**src/rtl/tlb.sv**
```systemverilog
// Fully associative TLB with two concurrent registered search ports, one write port and a combinational read port.
// Optional per-port miss counters are enabled by defining TLB_MISS_CNT_EN.
module tlb #(
  parameter int TLBNUM       = 16,
  parameter int TLBNUM_WIDTH = $clog2(TLBNUM)
) (
  input  logic                    clk,
  input  logic                    reset,
  input  logic                    s0_req,
  input  logic [18:0]             s0_vpn2,
  input  logic                    s0_odd_page,
  input  logic [7:0]              s0_asid,
  output logic                    s0_rvalid,
  output logic                    s0_found,
  output logic [TLBNUM_WIDTH-1:0] s0_index,
  output logic [19:0]             s0_pfn,
  output logic [2:0]              s0_c,
  output logic                    s0_d,
  output logic                    s0_v,
  input  logic                    s1_req,
  input  logic [18:0]             s1_vpn2,
  input  logic                    s1_odd_page,
  input  logic [7:0]              s1_asid,
  output logic                    s1_rvalid,
  output logic                    s1_found,
  output logic [TLBNUM_WIDTH-1:0] s1_index,
  output logic [19:0]             s1_pfn,
  output logic [2:0]              s1_c,
  output logic                    s1_d,
  output logic                    s1_v,
  output logic [TLBNUM_WIDTH:0]   tlbp_result,
  input  logic                    we,
  input  logic [TLBNUM_WIDTH-1:0] w_index,
  input  logic [18:0]             w_vpn2,
  input  logic [7:0]              w_asid,
  input  logic                    w_g,
  input  logic [19:0]             w_pfn0,
  input  logic [2:0]              w_c0,
  input  logic                    w_d0,
  input  logic                    w_v0,
  input  logic [19:0]             w_pfn1,
  input  logic [2:0]              w_c1,
  input  logic                    w_d1,
  input  logic                    w_v1,
  input  logic [TLBNUM_WIDTH-1:0] r_index,
  output logic [18:0]             r_vpn2,
  output logic [7:0]              r_asid,
  output logic                    r_g,
  output logic [19:0]             r_pfn0,
  output logic [2:0]              r_c0,
  output logic                    r_d0,
  output logic                    r_v0,
  output logic [19:0]             r_pfn1,
  output logic [2:0]              r_c1,
  output logic                    r_d1,
  output logic                    r_v1,
  output logic [31:0]             s0_miss_cnt,
  output logic [31:0]             s1_miss_cnt
);
  localparam int NP = 2;

  logic [TLBNUM-1:0] e_q, e_d;
  logic [18:0]       vpn2_q [TLBNUM];
  logic [7:0]        asid_q [TLBNUM];
  logic              g_q    [TLBNUM];
  logic [19:0]       pfn0_q [TLBNUM];
  logic [2:0]        c0_q   [TLBNUM];
  logic              d0_q   [TLBNUM];
  logic              v0_q   [TLBNUM];
  logic [19:0]       pfn1_q [TLBNUM];
  logic [2:0]        c1_q   [TLBNUM];
  logic              d1_q   [TLBNUM];
  logic              v1_q   [TLBNUM];

  // Payload is never reset; only the present bits are cleared.
  always_ff @(posedge clk) begin
    if (we && !reset) begin
      vpn2_q[w_index] <= w_vpn2;
      asid_q[w_index] <= w_asid;
      g_q[w_index]    <= w_g;
      pfn0_q[w_index] <= w_pfn0;
      c0_q[w_index]   <= w_c0;
      d0_q[w_index]   <= w_d0;
      v0_q[w_index]   <= w_v0;
      pfn1_q[w_index] <= w_pfn1;
      c1_q[w_index]   <= w_c1;
      d1_q[w_index]   <= w_d1;
      v1_q[w_index]   <= w_v1;
    end
  end

  always_comb begin
    e_d = e_q;
    if (we) e_d[w_index] = 1'b1;
  end

  always_ff @(posedge clk) begin
    if (reset) e_q <= '0;
    else       e_q <= e_d;
  end

  assign r_vpn2 = vpn2_q[r_index];
  assign r_asid = asid_q[r_index];
  assign r_g    = g_q[r_index];
  assign r_pfn0 = pfn0_q[r_index];
  assign r_c0   = c0_q[r_index];
  assign r_d0   = d0_q[r_index];
  assign r_v0   = v0_q[r_index];
  assign r_pfn1 = pfn1_q[r_index];
  assign r_c1   = c1_q[r_index];
  assign r_d1   = d1_q[r_index];
  assign r_v1   = v1_q[r_index];

  logic [NP-1:0]     sk_req, sk_odd;
  logic [18:0]       sk_vpn2 [NP];
  logic [7:0]        sk_asid [NP];

  assign sk_req     = {s1_req, s0_req};
  assign sk_odd     = {s1_odd_page, s0_odd_page};
  assign sk_vpn2[0] = s0_vpn2;
  assign sk_vpn2[1] = s1_vpn2;
  assign sk_asid[0] = s0_asid;
  assign sk_asid[1] = s1_asid;

  logic [NP-1:0]          hit;
  logic [TLBNUM_WIDTH-1:0] hidx [NP];
  logic [19:0]            hpfn [NP];
  logic [2:0]             hc   [NP];
  logic [NP-1:0]          hd, hv;

  // Scan from the top down so the lowest matching index is the last one kept.
  always_comb begin
    for (int k = 0; k < NP; k++) begin
      hit[k]  = 1'b0;
      hidx[k] = '0;
      for (int i = TLBNUM - 1; i >= 0; i--) begin
        if (e_q[i] && (vpn2_q[i] == sk_vpn2[k]) && (g_q[i] || (asid_q[i] == sk_asid[k]))) begin
          hit[k]  = 1'b1;
          hidx[k] = TLBNUM_WIDTH'(i);
        end
      end
    end
  end

  always_comb begin
    for (int k = 0; k < NP; k++) begin
      hpfn[k] = '0;
      hc[k]   = '0;
      hd[k]   = 1'b0;
      hv[k]   = 1'b0;
      if (hit[k]) begin
        if (sk_odd[k]) begin
          hpfn[k] = pfn1_q[hidx[k]];
          hc[k]   = c1_q[hidx[k]];
          hd[k]   = d1_q[hidx[k]];
          hv[k]   = v1_q[hidx[k]];
        end else begin
          hpfn[k] = pfn0_q[hidx[k]];
          hc[k]   = c0_q[hidx[k]];
          hd[k]   = d0_q[hidx[k]];
          hv[k]   = v0_q[hidx[k]];
        end
      end
    end
  end

  logic [NP-1:0]           rvalid_q, rvalid_d, found_q, found_d;
  logic [NP-1:0]           dirty_q, dirty_d, valid_q, valid_d;
  logic [TLBNUM_WIDTH-1:0] index_q [NP];
  logic [TLBNUM_WIDTH-1:0] index_d [NP];
  logic [19:0]             pfn_q [NP];
  logic [19:0]             pfn_d [NP];
  logic [2:0]              c_q [NP];
  logic [2:0]              c_d [NP];

  // Results hold their last value on cycles without a request.
  always_comb begin
    rvalid_d = sk_req;
    found_d  = found_q;
    dirty_d  = dirty_q;
    valid_d  = valid_q;
    index_d  = index_q;
    pfn_d    = pfn_q;
    c_d      = c_q;
    for (int k = 0; k < NP; k++) begin
      if (sk_req[k]) begin
        found_d[k] = hit[k];
        index_d[k] = hidx[k];
        pfn_d[k]   = hpfn[k];
        c_d[k]     = hc[k];
        dirty_d[k] = hd[k];
        valid_d[k] = hv[k];
      end
    end
  end

  always_ff @(posedge clk) begin
    if (reset) begin
      rvalid_q <= '0;
      found_q  <= '0;
      dirty_q  <= '0;
      valid_q  <= '0;
      for (int k = 0; k < NP; k++) begin
        index_q[k] <= '0;
        pfn_q[k]   <= '0;
        c_q[k]     <= '0;
      end
    end else begin
      rvalid_q <= rvalid_d;
      found_q  <= found_d;
      dirty_q  <= dirty_d;
      valid_q  <= valid_d;
      index_q  <= index_d;
      pfn_q    <= pfn_d;
      c_q      <= c_d;
    end
  end

  assign s0_rvalid   = rvalid_q[0];
  assign s0_found    = found_q[0];
  assign s0_index    = index_q[0];
  assign s0_pfn      = pfn_q[0];
  assign s0_c        = c_q[0];
  assign s0_d        = dirty_q[0];
  assign s0_v        = valid_q[0];
  assign s1_rvalid   = rvalid_q[1];
  assign s1_found    = found_q[1];
  assign s1_index    = index_q[1];
  assign s1_pfn      = pfn_q[1];
  assign s1_c        = c_q[1];
  assign s1_d        = dirty_q[1];
  assign s1_v        = valid_q[1];
  assign tlbp_result = {~found_q[1], index_q[1]};

`ifdef TLB_MISS_CNT_EN
  logic [31:0] miss_cnt_q [NP];
  logic [31:0] miss_cnt_d [NP];

  always_comb begin
    for (int k = 0; k < NP; k++) begin
      miss_cnt_d[k] = miss_cnt_q[k] + {31'b0, sk_req[k] & ~hit[k]};
    end
  end

  always_ff @(posedge clk) begin
    if (reset) begin
      for (int k = 0; k < NP; k++) miss_cnt_q[k] <= '0;
    end else begin
      miss_cnt_q <= miss_cnt_d;
    end
  end

  assign s0_miss_cnt = miss_cnt_q[0];
  assign s1_miss_cnt = miss_cnt_q[1];
`else
  assign s0_miss_cnt = '0;
  assign s1_miss_cnt = '0;
`endif

endmodule

```
**config.mk**
```make
export PLATFORM = sky130hd
export DESIGN_NAME = tlb
export DESIGN_NICKNAME = d
export VERILOG_FILES = /design/src/rtl/tlb.sv
export SDC_FILE = /design/constraint.sdc
export NUM_CORES = 2
export LEC_CHECK = 0
export ABC_AREA = 0
export CELL_PAD_IN_SITES_DETAIL_PLACEMENT = 1
export CELL_PAD_IN_SITES_GLOBAL_PLACEMENT = 1
export CORE_MARGIN = 1.5
export CORE_UTILIZATION = 47
export CTS_CLUSTER_SIZE = 20
export DETAILED_ROUTE_END_ITERATION = 8
export PLACE_DENSITY = 0.8
export SLEW_MARGIN = 20
export SYNTH_ARGS = -nofsm -noshare
export SYNTH_HDL_FRONTEND = slang
export SYNTH_SLANG_ARGS = --single-unit
```
**constraint.sdc**
```tcl
create_clock -name clk -period 8.3 [get_ports clk]
set_clock_uncertainty 0.05 [all_clocks]
set_input_delay 1.66 -clock clk [delete_from_list [all_inputs] [get_ports clk]]
set_output_delay 1.66 -clock clk [all_outputs]
set_load 0.02 [all_outputs]
```
Word level (Yosys, flattened, before mapping)
Memories as Yosys holds them, arrays and structs flattened.
Index checks and enable logic that the tools add are counted.
- reduce and logical (&&, ||, !) cells: 99
- muxes and demuxes: 84
- bitwise operators: 2
- order comparisons: 2
- eq/ne operators: 64
- operators with widths (operator ; number):
    == test 19 bit ; 32
    == test 8 bit ; 32
    2-to-1 mux 4 bit ; 32
    2-to-1 mux 20 bit ; 4
    logical AND 1 bit ; 66
    2-to-1 mux 1 bit ; 43
    logical OR 1 bit ; 32
    OR 16 bit ; 1
    2-to-1 mux 3 bit ; 4
    < comparator 4 x 5 -> 1 bit, second input constant ; 1
    demux 1 bit (select 4 bit) ; 1
    greater-or-equal comparator 4 x 1 -> 1 bit, second input constant ; 1
    logical NOT 1 bit ; 1
    inverter 1 bit ; 1
- register bits: 78
- output and inout port bits: 209
- input port bits: 147
- memories: 11
- memory bits (writable): 1248
- memories (memory ; words ; width ; rd ports ; clocked after Yosys merged registers in ; write ports ; line ; source):
    pfn0_q ; 16 ; 20 ; 3 ; 0 ; 1 ; 66 ; logic [19:0] pfn0_q [TLBNUM];
    pfn1_q ; 16 ; 20 ; 3 ; 0 ; 1 ; 70 ; logic [19:0] pfn1_q [TLBNUM];
    vpn2_q ; 16 ; 19 ; 17 ; 0 ; 1 ; 63 ; logic [18:0] vpn2_q [TLBNUM];
    asid_q ; 16 ; 8 ; 17 ; 0 ; 1 ; 64 ; logic [7:0] asid_q [TLBNUM];
    c0_q ; 16 ; 3 ; 3 ; 0 ; 1 ; 67 ; logic [2:0] c0_q [TLBNUM];
    c1_q ; 16 ; 3 ; 3 ; 0 ; 1 ; 71 ; logic [2:0] c1_q [TLBNUM];
    5 more memories ; n/a ; n/a ; n/a ; n/a ; n/a ; n/a ;

Longest topological paths before layout
An unclocked memory read counts as a cell.
- word-level depth: 23
- depth in mapped cells: 17
- gate-level depth less buffers: 12

Worst setup path before layout
No wires, ideal clock.
- path kind: input to register
- start: in reset
- end: mem asid_q[0][0], enable pin
- slack: -88 ps
- path buffers: 1
- data required time: 7636 ps
- library setup time: 614 ps
- data arrival time: 7724 ps
- cell stages on the path: 5
- cells stage by stage: clkbuf_1 -> clkinv_1 -> nand2_1 -> or3_1 -> nor3_1
- word-level cells in the longest chain between the ends: 4
- RTL lines (item ; line ; source):
    from (decl) ; 8 ; input logic reset,
    logical NOT 1 bit ; 77 ; if (we && !reset) begin
    logical AND 1 bit ; 77 ;
    2-to-1 mux 1 bit ; 77 ;
    2-to-1 mux 1 bit (implied by the code) ; 79 ; asid_q[w_index] <= w_asid;
    to (decl) ; 64 ;
Every way passes these cells.

Worst setup path in the final report
- start: in s0_vpn2[18]
- end: reg pfn_q (netlist bit s0_pfn[0])
- word-level cells in the longest chain between the ends: 22
- elaborated cells between the ends (all ways): 84
- classes of those cells: eq/ne (16); mux (34); reduce/logical (32); memory (2)
- RTL lines (item ; line ; source):
    from (decl) ; 10 ; input logic [18:0] s0_vpn2,
    == test 19 bit ; 137 ; if (e_q[i] && (vpn2_q[i] == sk_vpn2[k]) && (g_q[i] || (asid_q[i] == sk_asid[k]))) begin
    logical AND 1 bit (2 in a row) ; 137 ;
    2-to-1 mux 4 bit (16 in a row) ; 137 ;
    memory read (16 x 20 bit), on equally long branches ; n/a ;
    2-to-1 mux 20 bit ; 152 ; if (sk_odd[k]) begin
    2-to-1 mux 20 bit (*) ; 151 ; if (hit[k]) begin
    to (signal assigned) ; 214 ; pfn_q <= pfn_d;
    to (decl) ; 171 ; logic [19:0] pfn_q [NP];
Every way passes the cells marked *; elsewhere a longest branch is shown, timed or not.
A chain may end at the register's enable or synchronous reset.

==> flow_metrics.py <==
metrics = {
    "clock_tree": {
        "cts_max_level": 4,
        "cts_buffer_depth": 3,
        "cts_resized": 0,
        "cts_tree": "built",
        "clock-sinks": 1326,
        "clock_latency_ns": 0.85,
        "cts_hold_buf": 0,
        "cts_setup_buffers": 0,
        "cts_buffers": 151,
        "cts_root_buffer": "clkbuf_16",
        "path_clk_slew_ns": 0.06,
    },
    "final_layout": {
        "fill_cells": 15300,
        "layout_commonest_cell": "edfxtp_1",
        "drive_above_1_share": 0.176,
        "nNetsFinal": 5726,
        "finalInstanceArea_um2": 86600,
        "syn_to_final_growth_pct": 14.6,
        "layoutNonFillerInstCount": 7876,
        "mostFrequentLayoutCells": "edfxtp_1 (1248), xor2_1 (642), mux2i_1 (619), mux4_2 (418), clkdlybuf4s50_1 (276)",
    },
    "global_route": {
        "met3_usage": 0.141,
        "use_met1": 0.512,
        "first_global_vias": 57600,
        "grtUsageTotal": 0.387,
        "grt.busiest_layer": "met2",
        "antenna_found_initial": 18,
        "grt_first_pass_wirelength_mm": 444,
        "grtUsageMet2": 0.559,
        "grt_max_degree": 80,
        "overflow": 0,
    },
    "routing": {
        "drt_wl_total_mm": 323,
        "drt_iter0_drc": 9192,
        "ant_nets": 0,
        "drt-wirelength-per-cell_um": 41.0,
        "drt_pass1_iterations": 8,
        "vias": 57300,
        "routed_via_density": 7.28,
        "drc": 0,
    },
    "setup_path": {
        "arrival_ns": 7.98,
        "crit_path_top_delay_cell": "clkdlybuf4s50_1",
        "cp_max_fo": 21,
        "slowest_delay_ns": 1.04,
        "cp-start-kind": "input port",
        "reg2reg_slack_ns": 2.40,
        "critical_path_required_ns": 8.93,
        "cp-end-kind": "register",
        "path_cells": "clkdlybuf4s50_1 > buf_4 > xor2_1 > nor4_1 > nand3_1 > nor4_1 > nor2b_1 > a21boi_1 > o211ai_1 > nand2b_4 > buf_4 > nor2_1 > a211o_1 > nor3_1 > o21ai_1",
        "crit_type": "in -> reg",
    },
    "logic_synthesis": {
        "ys.warnings.count": 0,
        "synth-seq-area-share": 0.516,
        "synth.avg_cell_area_um2": 14.3,
        "synth_seq_cells": 1326,
        "netlist_instances": 5302,
        "netlist_area_um2": 75600,
        "async_reset_ff_frac": 0,
        "synth-edff-count": 1248,
        "synth.distinct_cells": 84,
        "yosys_most_used_dff": "edfxtp_1",
    },
    "pwr": {
        "power_leakage_nw": 27.8,
        "combinationalPowerShare": 0.095,
        "p_int_mw": 12.0,
        "p_clk_frac": 0.439,
        "p_seq_frac": 0.467,
        "switchingPower_mw": 4.04,
        "p_sw_frac": 0.252,
        "p_per_area_nw_per_um2": 185,
        "peakVddDrop_mv": 0.250,
    },
    "sta": {
        "tightest_slew_ns": 1.32,
        "maxSlewHeadroom": 0.115,
        "tns_ns": 0,
        "max_freq_ghz": 0.136,
        "rsz0062_at_grt": "false",
        "min_period_ns": 7.35,
        "setup_viol": 0,
        "final_max_slew_viol_count": 0,
        "post-route-period-util": 0.886,
        "hold_violations": 0,
    },
    "worst_hold_path": {
        "hold_class": "reg -> reg",
    },
    "floorplanning": {
        "dieArea_um2": 163000,
        "die-height_um": 404,
        "core_area_um2": 160000,
        "rows": 147,
        "die_x_um": 404,
        "initial_utilization": 0.472,
        "num_io_pins": 356,
    },
    "place": {
        "port_buffers": 291,
        "hpwl_mm": 213,
        "placed_area_um2": 81400,
        "dp.cells": 7585,
        "gp_congestion": 1.11,
    },
    "status": {
        "status": "finished clean",
    },
    "job": {
        "drv_cap": 0,
    },
}
## metrics by stage
stage                util  hold slack [ns]  total power, mW  worst slack (ns)
global placement    0.508            0.430             9.05             0.590
finish              0.541            0.451             16.0             0.946
global route        0.541            0.485             16.3              1.18
CTS                 0.541            0.455             16.0              1.36
floorplan               -            0.421             8.44             0.109
detailed placement  0.508            0.447             9.08             0.507
## path summary, 6_finish.rpt
kind,start,to,cells past startpoint
worst max-delay path,s0_vpn2[18],s0_pfn[0]$_SDFFE_PP0P_,15
worst min-delay path,found_q[1]$_SDFFE_PP0P_,found_q[1]$_SDFFE_PP0P_,2
worst max register to register,asid_q[9][3]$_DFFE_PP_,s0_pfn[0]$_SDFFE_PP0P_,13
worst min register to register,found_q[1]$_SDFFE_PP0P_,found_q[1]$_SDFFE_PP0P_,2
## cell type report
type                       instances  area (um2)  area share
sequential                      1326       39000       0.451
inverter                          11        42.5    0.000491
timing repair buffer             519        5070      0.0586
multi-input combinational       3570       34600       0.399
clock inverter                    74        1050      0.0121
clock buffer                     207        4110      0.0474
antenna                            9        22.5    0.000260
tap                             2160        2700      0.0312
## power groups by stage
stage / combinational [mW] / clock, mW / sequential (mW)
floorplan: 0.850 / 0 / 7.59
global placement: 1.44 / 0 / 7.61
detailed placement: 1.47 / 0 / 7.61
CTS: 1.48 / 7.03 / 7.48
global route: 1.55 / 7.25 / 7.48
finish: 1.52 / 7.03 / 7.48
## synth_stat cells (all sizes together) (78+ instances only)
master	instances	area share
dfxtp	78	0.021
buf	291	0.024
xor2	642	0.074
mux4	418	0.12
edfxtp	1248	0.50
nand4	102	0.0084
nand3	120	0.0080
nor4	244	0.020
clkbuf	167	0.0083
nor2	94	0.0047
mux2i	619	0.082
o22ai	156	0.013
xnor2	222	0.026
mux2	97	0.014
## state kept, by name, indices dropped and copies added, names as in the netlist, 4 cells and up
signal / cells
pfn0_q: 320
vpn2_q: 304
e_q: 16
pfn1_q: 320
v1_q: 16
asid_q: 128
c1_q: 48
g_q: 16
s0_index: 4
d1_q: 16
s1_pfn: 20
c0_q: 48
s0_pfn: 20
v0_q: 16
s1_index: 4
d0_q: 16
## kinds of logic after synthesis
kind of cell	synth area share
DFF	0.516
xor gates and xnor gates	0.100
other	0.0000496
buffers and inverters	0.0330
muxes	0.221
AOI/OAI and AO/OA	0.0646
and+or+nand+nor	0.0649
## worst max-delay path, delay by kind of cell
family	cells	cell delay (ns)
simple gates	7	2.88
buf+inv	3	1.77
compound gates	4	1.51
xor+xnor	1	0.13
## metal layers
metal | up-vias | part of all wire | wire [um]
met4 | 16 | 0.057 | 18400
li1 | 21800 | - | -
met5 | - | 0.00035 | 112
met1 | 29500 | 0.37 | 118000
met3 | 1063 | 0.15 | 47500
met2 | 4959 | 0.43 | 138000
Note: power is estimated with default switching activity, not from simulation.
